<file path="src/rtl/fp16_pkg.sv">
// FP16 helpers shared by the argmax datapath: NaN detection and a total "greater than"
// order where NaN sits below every real value, including -inf.
package fp16_pkg;

    typedef logic [15:0] fp16_t;

    typedef enum logic {
        ST_ACCUM = 1'b0,
        ST_HOLD  = 1'b1
    } argmax_state_t;

    localparam logic [4:0] FP16_EXP_MAX = 5'd31;
    localparam fp16_t      FP16_NEG_INF = 16'hFC00;

    function automatic logic fp16_is_nan(input fp16_t v);
        return (v[14:10] == FP16_EXP_MAX) && (v[9:0] != 10'd0);
    endfunction

    function automatic logic fp16_is_zero(input fp16_t v);
        return v[14:0] == 15'd0;
    endfunction

    // Strictly greater; equal values (including +0 vs -0) return 0 so the lower index keeps the win.
    function automatic logic fp16_gt(input fp16_t a, input fp16_t b);
        logic r;
        if (fp16_is_nan(a))                         r = 1'b0;
        else if (fp16_is_nan(b))                    r = 1'b1;
        else if (fp16_is_zero(a) && fp16_is_zero(b)) r = 1'b0;
        else if (a[15] != b[15])                    r = ~a[15];
        else if (!a[15])                            r = a[14:0] > b[14:0];
        else                                        r = a[14:0] < b[14:0];
        return r;
    endfunction

endpackage

</file>
<file path="src/rtl/fp16_max2.sv">
// Two-input FP16 max with index pass-through. Input a is always the lower index,
// so b only wins when it is valid and strictly greater (or a is masked out).
module fp16_max2
    import fp16_pkg::*;
#(
    parameter int IW = 4
) (
    input  fp16_t         a_val,
    input  logic [IW-1:0] a_idx,
    input  logic          a_ok,
    input  fp16_t         b_val,
    input  logic [IW-1:0] b_idx,
    input  logic          b_ok,
    output fp16_t         y_val,
    output logic [IW-1:0] y_idx,
    output logic          y_ok
);

    logic pick_b;

    assign pick_b = b_ok && (!a_ok || fp16_gt(b_val, a_val));
    assign y_val  = pick_b ? b_val : a_val;
    assign y_idx  = pick_b ? b_idx : a_idx;
    assign y_ok   = a_ok | b_ok;

endmodule

</file>
<file path="src/rtl/fp16_argmax_stream.sv">
// Streaming FP16 argmax: reduces LANES logits per beat into a running max and presents
// the one-hot/binary index and winning value once the last beat of a vector arrives.
//
// state    | meaning
// ST_ACCUM | accepting beats (reset state with cnt=0 is the idle condition)
// ST_HOLD  | result presented, waiting for out_ready
module fp16_argmax_stream
    import fp16_pkg::*;
#(
    parameter  int N     = 10,
    parameter  int LANES = 1,
    localparam int IDX_W = $clog2(N),
    localparam int BEATS = (N + LANES - 1) / LANES
) (
    input  logic                  clk,
    input  logic                  rst_n,
    input  logic                  in_valid,
    output logic                  in_ready,
    input  logic [LANES*16-1:0]   in_data,
    output logic                  out_valid,
    input  logic                  out_ready,
    output logic [N-1:0]          out_onehot,
    output logic [IDX_W-1:0]      out_idx,
    output logic [15:0]           out_max,
    output logic                  out_all_nan
);

    localparam int CNT_W = (BEATS > 1) ? $clog2(BEATS) : 1;
    localparam int EW    = $clog2(BEATS * LANES) + 1;

    argmax_state_t      state, state_nx;
    logic [CNT_W-1:0]   cnt;
    fp16_t              run_val;
    logic [IDX_W-1:0]   run_idx;
    logic               xfer, last;
    logic [EW-1:0]      base;

    fp16_t              lane_val [LANES];
    logic [IDX_W-1:0]   lane_idx [LANES];
    logic               lane_ok  [LANES];
    fp16_t              st_val   [LANES];
    logic [IDX_W-1:0]   st_idx   [LANES];
    logic               st_ok    [LANES];

    fp16_t              res_val;
    logic [IDX_W-1:0]   res_idx;
    logic               res_ok;

    assign base = EW'(cnt) * EW'(LANES);

    // Lanes past element N-1 only occur in the final beat; masking keeps them from winning.
    for (genvar k = 0; k < LANES; k++) begin : g_lane
        logic [EW-1:0] elem;
        assign elem        = base + EW'(k);
        assign lane_val[k] = in_data[16*k +: 16];
        assign lane_idx[k] = elem[IDX_W-1:0];
        assign lane_ok[k]  = elem < EW'(N);
    end

    assign st_val[0] = lane_val[0];
    assign st_idx[0] = lane_idx[0];
    assign st_ok[0]  = lane_ok[0];

    for (genvar k = 1; k < LANES; k++) begin : g_tree
        fp16_max2 #(.IW(IDX_W)) u_max (
            .a_val (st_val[k-1]),
            .a_idx (st_idx[k-1]),
            .a_ok  (st_ok[k-1]),
            .b_val (lane_val[k]),
            .b_idx (lane_idx[k]),
            .b_ok  (lane_ok[k]),
            .y_val (st_val[k]),
            .y_idx (st_idx[k]),
            .y_ok  (st_ok[k])
        );
    end

    // With a masked running side on beat 0, the beat winner simply loads.
    fp16_max2 #(.IW(IDX_W)) u_run (
        .a_val (run_val),
        .a_idx (run_idx),
        .a_ok  (cnt != '0),
        .b_val (st_val[LANES-1]),
        .b_idx (st_idx[LANES-1]),
        .b_ok  (st_ok[LANES-1]),
        .y_val (res_val),
        .y_idx (res_idx),
        .y_ok  (res_ok)
    );

    assign out_valid = (state == ST_HOLD);
    assign in_ready  = rst_n & ((state == ST_ACCUM) | out_ready);
    assign xfer      = in_valid & in_ready;
    assign last      = (cnt == CNT_W'(BEATS - 1));

    always_comb begin
        state_nx = state;
        if (xfer && last)
            state_nx = ST_HOLD;
        else if ((state == ST_HOLD) && out_ready)
            state_nx = ST_ACCUM;
    end

    always_ff @(posedge clk or negedge rst_n) begin
        if (!rst_n) state <= ST_ACCUM;
        else        state <= state_nx;
    end

    always_ff @(posedge clk or negedge rst_n) begin
        if (!rst_n) begin
            cnt         <= '0;
            run_val     <= '0;
            run_idx     <= '0;
            out_onehot  <= '0;
            out_idx     <= '0;
            out_max     <= '0;
            out_all_nan <= 1'b0;
        end else if (xfer && res_ok) begin
            if (last) begin
                cnt         <= '0;
                out_idx     <= res_idx;
                out_onehot  <= N'(1) << res_idx;
                out_max     <= res_val;
                // NaN ranks lowest, so a NaN winner means the whole vector was NaN.
                out_all_nan <= fp16_is_nan(res_val);
            end else begin
                cnt     <= cnt + 1'b1;
                run_val <= res_val;
                run_idx <= res_idx;
            end
        end
    end

endmodule
</file>
<file path="config.mk">
export PLATFORM = sky130hd
export DESIGN_NAME = fp16_argmax_stream
export DESIGN_NICKNAME = d
export VERILOG_FILES = /design/src/rtl/fp16_pkg.sv /design/src/rtl/fp16_max2.sv /design/src/rtl/fp16_argmax_stream.sv
export SDC_FILE = /design/constraint.sdc
export NUM_CORES = 1
export LEC_CHECK = 0
export ABC_AREA = 1
export BUFFER_PORTS_ARGS = -buffer_cell sky130_fd_sc_hd__buf_2
export CAP_MARGIN = 20
export CORE_ASPECT_RATIO = 1.2
export CORE_MARGIN = 2
export CORE_UTILIZATION = 51
export DETAILED_ROUTE_END_ITERATION = 7
export PLACE_DENSITY = 0.88
export SLEW_MARGIN = 20
export SYNTH_ARGS = -nofsm -noshare
export SYNTH_HDL_FRONTEND = slang
export SYNTH_SLANG_ARGS = --single-unit
</file>
<file path="constraint.sdc">
create_clock -name clk -period 2.38 [get_ports clk]
set_input_delay 0 -clock clk [delete_from_list [all_inputs] [get_ports clk]]
set_output_delay 0 -clock clk [all_outputs]
set_load 0.01 [all_outputs]
</file>
# Word-level counts from Yosys, hierarchy flattened
# Index checks and enable logic that the tools add are counted.
# word_totals
elab_cells	54
inputBits	20
out_inout_bits	33
regBits	56
# classes
n_bitwise	7
add_sub_neg	1
n_reduce_logical	19
order_cmp	3
shifts	1
n_mux	10
eq_ne	5
# op_table
op	count
$logic_not 15->1	2
$reduce_bool 10->1	3
$mux 16	1
$eq 5x5->1 const B	3
$gt 15x15->1	1
$lt 15x15->1	1
$shl 1x4->10 const A	1
$logic_and 1x1->1	8
$mux 4	2
$mux 1	7
$add 4x1->4 const B	1
$eq 4x4->1 const B	1
$lt 4x4->1 const B	1
$reduce_and 2->1	2
$reduce_bool 4->1	1
$not 1->1	3
$and 1x1->1	2
$or 1x1->1	2
$reduce_bool 2->1	1
$logic_not 1->1	1
$logic_or 1x1->1	1
$ne 1x1->1	1

# Longest topological paths before layout
# Gate-level depths: netlist of run 1.
# depth
word_depth	11
depth_mapped	23

# Modules after synthesis
# A second synthesis of run 1 with hierarchy kept.
# hier_totals
hier_cells	462
hier_area_um2	3319.4
# by_module_without_submodules
mod	seq_area_each_um2	instances	area_each_um2	cells_per_inst
fp16_argmax_stream	1401.3	1	2399.8	286
fp16_max2	0.0	1	919.6	176

# Least setup slack after synthesis of run 1
# No wires, ideal clock.
# synth_timing
path_kind	reg-to-reg
start	reg run_val[14]
end	reg out_all_nan
path_buffers	1
period_less_slack_ns	2.208
setup_slack_ns	0.172
arrival_ns	2.091
path_stages_with_launch	23
t_required_ns	2.264
path_cell_list	dfrtp_1 -> inv_1 -> ha_1 -> nand2_1 -> nor2_2 -> inv_1 -> nor2_2 -> nand2_1 -> nand2_1 -> nand2_1 -> nand2_1 -> nand2_1 -> nand2_2 -> nand2_4 -> nand2_8 -> buf_12 -> nand2_1 -> nand2_1 -> nand2_1 -> nor2_1 -> nand3_1 -> nand2_1 -> nand2_1
# synth_between
elab_chain_cells	11
# synth_rtl
item	line_no	rtl
start: declaration	fp16_argmax_stream.sv:33	fp16_t run_val;
start signal: assignment	fp16_argmax_stream.sv:128	run_val <= res_val;
$gt 15x15->1 / $lt 15x15->1 (equally long branches)	fp16_pkg.sv:30, fp16_pkg.sv:31	
$mux 1	fp16_pkg.sv:30	else if (!a[15]) r = a[14:0] > b[14:0];
$mux 1	fp16_pkg.sv:29	else if (a[15] != b[15]) r = ~a[15];
$mux 1	fp16_pkg.sv:28	else if (fp16_is_zero(a) && fp16_is_zero(b)) r = 1'b0;
$mux 1	fp16_pkg.sv:27	else if (fp16_is_nan(b)) r = 1'b1;
$mux 1	fp16_pkg.sv:26	if (fp16_is_nan(a)) r = 1'b0;
$logic_or 1x1->1	fp16_max2.sv:21	assign pick_b = b_ok && (!a_ok || fp16_gt(b_val, a_val));
$logic_and 1x1->1	fp16_max2.sv:21	
$mux 16 *	fp16_max2.sv:22	assign y_val = pick_b ? b_val : a_val;
$eq 5x5->1 / $reduce_bool 10->1 (equally long branches)	fp16_pkg.sv:16	return (v[14:10] == FP16_EXP_MAX) && (v[9:0] != 10'd0);
$logic_and 1x1->1 *	fp16_pkg.sv:16	
end signal: assignment	fp16_argmax_stream.sv:125	out_all_nan <= fp16_is_nan(res_val);
end: declaration	fp16_argmax_stream.sv:25	output logic out_all_nan
# Mark *: on every way between the ends. The rest lies on a longest branch, timed or not.
# A chain may end at the register's enable or synchronous reset.

# Worst setup path after layout of run 1
# layout_timing
start	reg run_val[14]
end	reg out_onehot[5]
# layout_between
elab_chain_cells	10
# layout_rtl
item	line_no	rtl
$gt 15x15->1 / $lt 15x15->1 (equally long branches)	fp16_pkg.sv:30, fp16_pkg.sv:31	
$mux 1	fp16_pkg.sv:30	
$mux 1	fp16_pkg.sv:29	
$mux 1	fp16_pkg.sv:28	
$mux 1 *	fp16_pkg.sv:27	
$mux 1 *	fp16_pkg.sv:26	
$logic_or 1x1->1 *	fp16_max2.sv:21	
$logic_and 1x1->1 *	fp16_max2.sv:21	
$mux 4 *	fp16_max2.sv:23	assign y_idx = pick_b ? b_idx : a_idx;
$shl 1x4->10 *	fp16_argmax_stream.sv:122	out_onehot <= N'(1) << res_idx;
end signal: assignment	fp16_argmax_stream.sv:122	
end: declaration	fp16_argmax_stream.sv:22	output logic [N-1:0] out_onehot,
# Marked as above.

==> run summary, run 1 <==
run status: finished with violations
failing checks: negative setup slack
first-pass iteration count of the detailed router: 8
worst setup path start: run_val[14]
WL/cell: 17.7 µm
drt first-iter violations: 397
Hold Path Depth: 3
cts bufs inserted: 5
Crit Reg-Reg Endpoint: out_onehot[5]
DIE AREA: 6730 µm²
Worst-Skew Late Latency: 0.33 ns
worst clock skew: 0.00953 ns
DRC: 0
Reg2Reg Depth: 15
endpoints failing setup: 38
syn_nets: 428
post-route ant nets: 0
vias in the first global route: 2851
minimum clock period: 2.57 ns
Worst Path Max Fanout: 8
Tcrit/Tclk final: 108%
most frequent CP cell: nand2_2
most frequent cells in the layout: nand2_1 (94), dfrtp_1 (56), buf_2 (52)
Synth cell types: 28
DR vias: 3258
Die Wd: 75.2 µm
Worst Path Arrival: 2.82 ns
port bufs: 52
Core Region: 5970 µm²
sequential share of the synthesized area: 45.1%
initial antenna violation count: 0
max-slew violations: 0
Startpoint Class: flop
worst slew pin tran: 0.706 ns
final worst setup slack: -0.194 ns
share of cells above drive strength 1: 43.7%
Slew HR: 52.9%
Max-cap violations: 0
TritonCTS clock tree: built
Yosys reg bits: 56
Post-Synthesis Cell Area: 3100 µm²
crit path kind: reg -> reg
Pleak: 2.17 nW
fin nets: 519
first-pass GRT wire length: 13100 µm
crit path to: out_onehot[5]
synthesis-to-finish area growth: 37.3%
via/cell ratio: 5.75
Slowest-stage cell, CP: dfrtp_1
yosys warns: 0
Max H-tree Level: 2
post-place setup slack: -0.112 ns
Clock transition at path regs: 0.11 ns
starting density of the core: 52.0%
final hold vios: 0
clock root cell: clkbuf_8
gr usage total: 25.6%
final RePlAce weighted congestion: 0.907
antenna cells: 0
DIE HEIGHT: 89.5 µm
Min-Delay Path Class: in -> reg
f_max: 389 MHz
commonest non-fill, non-tap cell in the layout: nand2_1
final WL: 10000 µm
total gr overflow: 0
largest net degree at the start of global routing: 57
worst reg2reg setup slack: -0.19 ns
io pins: 53
Final HPWL DP: 5850 µm
Syn Inst Count: 393
CP max stage delay: 0.41 ns
worst path cell trace: inv_2 > ha_4 > a21oi_1 > nand2_2 > a21oi_2 > nand2_2 > a21oi_2 > nand2_1 > nand2_2 > nand2_8 > nand2_8 > o21ai_4 > inv_2 > nand3_4 > o21ai_1
Worst VDD drop: 0.725 mV
RSZ-0062 raised after global routing: true
worst path required time: 2.63 ns
row cnt: 31
buffer levels on the longest clock path: 2
clock sinks: 56
worst flop-to-flop path startpoint: run_val[14]
smallest hold slack: 0.0484 ns
critical path capture point type: flop
Mean Syn Cell Area: 7.90 µm²
PD cells: 1540 nW/µm²
per-stage QoR:
stage	instances	utilization [%]	setup TNS (ns)	power (mW)	cell area, µm²
global placement	538	59.4	0	4.30	3550
finish	567	71.4	-2.14	6.55	4260
CTS	554	63.5	0	5.31	3790
global route	567	71.4	-5.71	6.90	4260
detailed placement	538	59.4	-1.01	4.44	3550
floorplan	393	-	0	3.53	3100
worst min path at each step:
stage                     slack, ns     endpoint         from
after floorplan               -0.30       cnt[0]        rst_n
after global placement         0.19    out_valid    out_ready
after detailed placement       0.22    out_valid    out_ready
after CTS                      0.05       cnt[0]     in_valid
after global routing           0.07  out_max[15]  in_data[15]
final                          0.05  out_max[15]  in_data[15]
layout make-up:
type	count	area (µm²)
Timing Repair Buffer	91	573
Timing Repair inverter	1	7.51
Clock buffer	5	68.8
Clock inverter	3	22.5
Fill cell	417	1710
Tap cell	82	103
Inverter	56	214
Multi-Input combinational cell	273	1870
Sequential cell	56	1400
metal layers:
layer	vias to the layer above	share of wire [%]	GRT usage, %
met4	0	6.4	10.7
met2	221	50	45.9
li1	1439	-	-
met1	1528	36	30.1
met5	-	0	0
met3	70	7.6	4.17
cells in the mapped netlist:
cell	n	area share (%)
nand3_2	3	0.97
nand2_8	1	0.64
nand4_1	7	1.4
buf_12	2	1.3
a21oi_1	7	1.1
xor2_1	3	0.85
nand2_4	3	1.1
clkbuf_1	8	0.97
dfrtp_1	56	45
inv_1	52	6.3
o21ai_1	14	2.3
o21ai_0	38	6.1
o21a_1	1	0.24
nand2_2	5	1.0
inv_2	4	0.48
o21ai_4	1	0.52
nor2_2	2	0.40
nand2_1	123	15
ha_1	15	6.0
buf_6	1	0.36
nor3_1	1	0.16
nand3_1	18	2.9
a31oi_1	1	0.20
nor4_1	2	0.40
nor2_1	17	2.1
o22ai_1	1	0.20
o21ai_2	6	1.7
and3b_1	1	0.28
kinds of logic after synthesis:
kind of cell             synth area share (%)
XOR/XNOR                                0.847
adder cells (fa/ha/maj)                  6.05
AO/OA/AOI/OAI                            12.4
buffers and inverters                    9.39
AND/OR/NAND/NOR                          26.2
flip-flops                               45.1
repair_timing:
action                                  4_1_cts  5_1_grt
endpoints found under the hold margin        57        0
pin swaps                                     9       35
resized for setup                            17      115
cloned                                        2        2
buffers inserted                              4       11
endpoints found under the setup margin       27       49
hold buffers                                  2        0
power by group:
group          switching [mW]  leakage, nW  internal, mW
Combinational            2.68         1.39          1.69
Sequential              0.290        0.726          1.35
Clock                   0.344       0.0485         0.212
Total                    3.31         2.17          3.24
critical path: cells and delay by family (launching register included):
kind / cells / cell delay, ns
simple gates: 7 / 0.81
flops: 1 / 0.41
fa+ha+maj: 1 / 0.23
buf+inv: 2 / 0.27
compound gates: 5 / 0.78
sequential cells by signal, summed over array words and instances (netlist names):
| signal | cells |
|---|---|
| out_max | 16 |
| run_val | 16 |
| out_onehot | 10 |
| cnt | 4 |
| out_idx | 4 |
| run_idx | 4 |
| out_all_nan | 1 |
| out_valid | 1 |
Note: power is estimated with default switching activity, not from simulation.
==> run 2: changes to the inputs <==
HOLD_SLACK_MARGIN = 0.03   (was default)
clock period = 2.1 ns   (was 2.38 ns; I/O delays follow)
==> run summary, run 2 (same netlist as run 1, synthesis figures left out) <==
run status: finished with violations
failing checks: negative setup slack
fin nets: 530 (+2.1%)
most frequent cells in the layout: nand2_1 (88), dfrtp_1 (56), buf_2 (52)
commonest non-fill, non-tap cell in the layout: nand2_1
DR vias: 3242 (-0.49%)
critical path capture point type: flop
post-route ant nets: 0 (unchanged)
initial antenna violation count: 0 (unchanged)
final hold vios: 0 (unchanged)
starting density of the core: 52.0% (unchanged)
first-pass iteration count of the detailed router: 4 (-4)
smallest hold slack: 0.0440 ns (-0.00438 ns)
drt first-iter violations: 280 (-29%)
Clock transition at path regs: 0.10 ns (about the same)
endpoints failing setup: 51 (+34%)
DRC: 0 (unchanged)
worst path required time: 2.32 ns (-0.31 ns)
WL/cell: 17.5 µm (-0.87%)
Final TNS setup: -12.81 ns (-10.67 ns)
Top Layer Used: met4
share of cells above drive strength 1: 48.6% (+4.9 points)
post-layout util: 75.2% (+3.8 points)
Max H-tree Level: 2 (unchanged)
Worst Path Arrival: 2.70 ns (-0.12 ns)
f_max: 403 MHz (+3.8%)
synthesis-to-finish area growth: 44.7%
worst slew pin tran: 0.705 ns (-0.00158 ns)
crit path kind: reg -> reg
antenna cells: 0 (unchanged)
Worst VDD drop: 1.13 mV (+56%)
DIE HEIGHT: 89.5 µm (unchanged)
via/cell ratio: 5.61 (-2.4%)
Max-cap violations: 0 (unchanged)
vias in the first global route: 3128 (+9.7%)
Startpoint Class: flop
TritonCTS clock tree: built
Final HPWL DP: 5900 µm (+0.89%)
clock root cell: clkbuf_8
Slew HR: 53.0% (+0.11 points)
Die Wd: 75.2 µm (unchanged)
final worst setup slack: -0.381 ns (-0.187 ns)
FF/Latch Area: 1400 µm² (unchanged)
cts bufs inserted: 5 (unchanged)
clock sinks: 56 (unchanged)
gr usage total: 27.6% (+2.1 points)
Routed met1 length: 3510 µm (-1.3%)
Core Region: 5970 µm² (unchanged)
Worst-Skew Late Latency: 0.33 ns (about the same)
total gr overflow: 0 (unchanged)
buffer levels on the longest clock path: 2 (unchanged)
Regs by FF count: out_max: 16 flops, run_val: 16 flops, out_onehot: 10 flops
RSZ-0062 raised after global routing: true
largest net degree at the start of global routing: 57 (unchanged)
minimum clock period: 2.48 ns (-0.0933 ns)
final WL: 10100 µm (+1.0%)
row cnt: 31 (unchanged)
Min-Delay Path Class: in -> reg
io pins: 53 (unchanged)
fill cell count: 383 (-8.2%)
area of the multi-input gates: 1990 µm² (+6.1%)
first-pass GRT wire length: 14000 µm (+6.8%)
met2 routed WL: 5230 µm (+3.4%)
port bufs: 52 (unchanged)
worst clock skew: 0.00905 ns (-0.000488 ns)
Worst Path Max Fanout: 8 (unchanged)
Pleak: 2.27 nW (+4.9%)
final RePlAce weighted congestion: 0.911 (+0.44%)
PD cells: 1770 nW/µm² (+15%)
max-slew violations: 0 (unchanged)
DIE AREA: 6730 µm² (unchanged)
met3 wire length: 606 µm (-20%)
Tcrit/Tclk final: 118% (+10 points)
## run 2: layout make-up
cell class                      instances  area share, %
Multi-Input combinational cell        273           44.2
Sequential cell                        56           31.2
Timing Repair Buffer                  103           15.4
Inverter                               56           4.79
Tap cell                               82           2.28
Clock buffer                            5           1.53
Clock inverter                          3          0.502
## run 2: where the power goes
part	switching [mW]	internal, mW	leakage, nW	total (mW)
sequential	0.299	1.53	0.726	1.83
combinational	3.22	2.29	1.50	5.51
clock	0.387	0.240	0.0485	0.627
## run 2: path summary, 6_finish.rpt
kind | slack [ns] | from | endpoint | cells after the start
setup reg to reg | -0.38 | run_val[4] | out_onehot[3] | 16
min in group asynchronous | 0.40 | rst_n | run_val[6] | 3
hold / removal | 0.04 | in_data[15] | run_val[15] | 3
hold reg to reg | 0.48 | out_max[9] | out_max[9] | 2
max in group asynchronous | 1.22 | rst_n | out_onehot[9] | 3
setup / recovery | -0.38 | run_val[4] | out_onehot[3] | 16
## run 2: timing repair
item,in CTS,in global routing
gates cloned,3,0
gates resized for setup,66,97
endpoints found under the setup margin,51,51
buffers inserted,6,9
pin swaps,18,35
endpoints found under the hold margin,57,0
hold buffers,2,0
## run 2: through the flow
stage	setup slack (ns)	area, µm²	cells	power, mW
floorplan	-0.0839	3130	393	4.07
global placement	-0.274	3680	552	5.17
detailed placement	-0.339	3680	552	5.30
CTS	-0.223	4070	571	6.67
global route	-0.537	4490	578	8.44
finish	-0.381	4490	578	7.96
## run 2: critical path, stage by stage (launching register included)
cell,delay [ns]
dfrtp_1,0.41
inv_2,0.10
buf_4,0.11
buf_4,0.10
nand4_1,0.09
nor2_2,0.21
nand2_1,0.10
nor2_1,0.14
a21oi_2,0.05
nand2_1,0.10
nand2_2,0.09
nand2_8,0.15
nand2_8,0.14
o21ai_4,0.28
inv_4,0.09
nand3_4,0.13
o21ai_1,0.07
## run 2: per-layer routing
layer | track usage [%] | up-vias
li1 | - | 1471
met1 | 29.7 | 1541
met2 | 49.0 | 156
met3 | 5.52 | 74
met4 | 17.4 | 0
met5 | 0 | -
==> run 3: changes to the inputs <==
RECOVER_POWER = 100   (was default)
SLEW_MARGIN = default   (was 20)
==> run summary, run 3 (same netlist as run 1, synthesis figures left out) <==
critical path capture point type: flop
cts bufs inserted: 5 (unchanged)
share of cells above drive strength 1: 41.7% (-6.9 points)
area of the multi-input gates: 1990 µm² (unchanged)
minimum clock period: 2.50 ns (+0.0209 ns)
antenna cells: 0 (unchanged)
worst path cell trace: inv_2 > buf_4 > buf_4 > nand4_1 > nor2_2 > nand2_1 > nor2_1 > a21oi_2 > nand2_1 > nand2_2 > nand2_8 > buf_8 > nand3_2 > nand2_2 > nand2_1 > nor2_1 > nand3_1 > nand2_1 > nand2_1
Startpoint Class: flop
Die Wd: 75.2 µm (unchanged)
TritonCTS clock tree: built
total power: 7.91 mW (-0.64%)
final WL: 10200 µm (+0.51%)
commonest non-fill, non-tap cell in the layout: nand2_1
starting density of the core: 52.0% (unchanged)
worst clock skew: 0.00919 ns (+0.000144 ns)
crit path kind: reg -> reg
Slowest-stage cell, CP: dfrtp_1
via/cell ratio: 5.63 (+0.46%)
Worst-Skew Late Latency: 0.32 ns (about the same)
final RePlAce weighted congestion: 0.911 (unchanged)
fill cell count: 412 (+7.6%)
worst path required time: 2.32 ns (about the same)
Max H-tree Level: 2 (unchanged)
worst slew pin tran: 1.38 ns (+0.671 ns)
f_max: 400 MHz (-0.83%)
io pins: 53 (unchanged)
Worst Path Max Fanout: 8 (unchanged)
WL/cell: 17.6 µm (+0.51%)
vias in the first global route: 3128 (unchanged)
most frequent CP cell: nand2_1
final hold vios: 0 (unchanged)
clock root cell: clkbuf_8
DIE HEIGHT: 89.5 µm (unchanged)
Pleak: 2.14 nW (-5.8%)
FF/Latch Area: 1400 µm² (unchanged)
port bufs: 52 (unchanged)
RSZ-0062 raised after global routing: true
Regs by FF count: out_max: 16 flops, run_val: 16 flops, out_onehot: 10 flops
initial antenna violation count: 0 (unchanged)
row cnt: 31 (unchanged)
drt first-iter violations: 247 (-12%)
Core Region: 5970 µm² (unchanged)
PD cells: 1780 nW/µm² (+0.48%)
largest net degree at the start of global routing: 57 (unchanged)
CP max stage delay: 0.41 ns (about the same)
post-place setup slack: -0.339 ns (unchanged)
Cell Count, Final, Fillers Out: 578 (unchanged)
max-slew violations: 0 (unchanged)
fin nets: 530 (unchanged)
failing checks: negative setup slack
DIE AREA: 6730 µm² (unchanged)
Min-Delay Path Class: in -> reg
DR vias: 3257 (+0.46%)
gr usage total: 27.6% (unchanged)
smallest hold slack: 0.0525 ns (+0.00850 ns)
synthesis-to-finish area growth: 43.0%
post-layout util: 74.3% (-0.84 points)
Final HPWL DP: 5900 µm (unchanged)
post-route ant nets: 0 (unchanged)
Worst VDD drop: 1.13 mV (-0.21%)
first-pass GRT wire length: 14000 µm (unchanged)
endpoints failing setup: 51 (unchanged)
Worst Path Arrival: 2.73 ns (+0.03 ns)
Max-cap violations: 0 (unchanged)
run status: finished with violations
clock sinks: 56 (unchanged)
Placed Cells incl. Taps: 552 (unchanged)
total gr overflow: 0 (unchanged)
Tcrit/Tclk final: 119% (+0.99 points)
most frequent cells in the layout: nand2_1 (88), dfrtp_1 (56), inv_1 (39)
buffer levels on the longest clock path: 2 (unchanged)
Clock transition at path regs: 0.10 ns (about the same)
final worst setup slack: -0.402 ns (-0.0209 ns)
DRC: 0 (unchanged)
Slew HR: 8.32% (-45 points)
first-pass iteration count of the detailed router: 5 (+1)
-- run 3: cell count changes in the layout (fill, tap and decap cells not counted), sizes merged --
| cell | before | now |
|---|---|---|
| clkbuf | 5 | 41 |
| buf | 101 | 65 |
-- run 3: worst paths after layout --
path	startpoint	endpoint	slack, ns	cells past startpoint
worst min register to register	out_max[9]	out_max[9]	0.49	2
min in group asynchronous	rst_n	run_val[6]	0.76	3
worst min-delay path	in_data[15]	run_val[15]	0.05	3
worst max-delay path	run_val[4]	out_all_nan	-0.40	19
worst max register to register	run_val[4]	out_all_nan	-0.40	19
max in group asynchronous	rst_n	cnt[0]	0.50	3
-- run 3: worst max-delay path: cells and delay by family, from the launching register on --
family | cells | cell delay [ns]
AO/OA/AOI/OAI | 1 | 0.05
flip-flops | 1 | 0.41
buffers and inverters | 4 | 0.50
AND/OR/NAND/NOR | 14 | 1.46
-- run 3: layer usage --
metal	vias up	wire length [µm]	track usage [%]
met4	0	760	17.4
met5	-	0	0
li1	1462	-	-
met3	68	602	5.52
met1	1564	3550	29.7
met2	163	5250	49.0
-- run 3: report_power, final --
| group | leakage [nW] | switching [mW] | internal, mW |
|---|---|---|---|
| registers | 0.726 | 0.307 | 1.53 |
| logic | 1.36 | 3.23 | 2.22 |
| clock network | 0.0485 | 0.386 | 0.240 |
| total | 2.14 | 3.92 | 3.99 |
-- run 3: layout make-up --
| type | instances | area share (%) |
|---|---|---|
| timing repair buffer | 103 | 14.5 |
| multi-input combinational | 273 | 44.7 |
| inverter | 56 | 4.85 |
| sequential | 56 | 31.6 |
| clock inverter | 3 | 0.507 |
| tap | 82 | 2.31 |
| clock buffer | 5 | 1.55 |
-- run 3: per-stage QoR --
stage / cell area, µm² / setup TNS, ns
finish: 4440 / -13.26
global route: 4440 / -18.85
CTS: 4070 / -6.29
detailed placement: 3680 / -8.11
global placement: 3680 / -6.06
floorplan: 3130 / -0.536
-- run 3: what timing repair did --
item / in CTS / in global routing
pin swaps: 18 / 35
buffers inserted: 6 / 9
gates resized for setup: 66 / 97
endpoints found under the setup margin: 51 / 51
hold buffers: 2 / 0
gates cloned: 3 / 0
endpoints found under the hold margin: 57 / 0
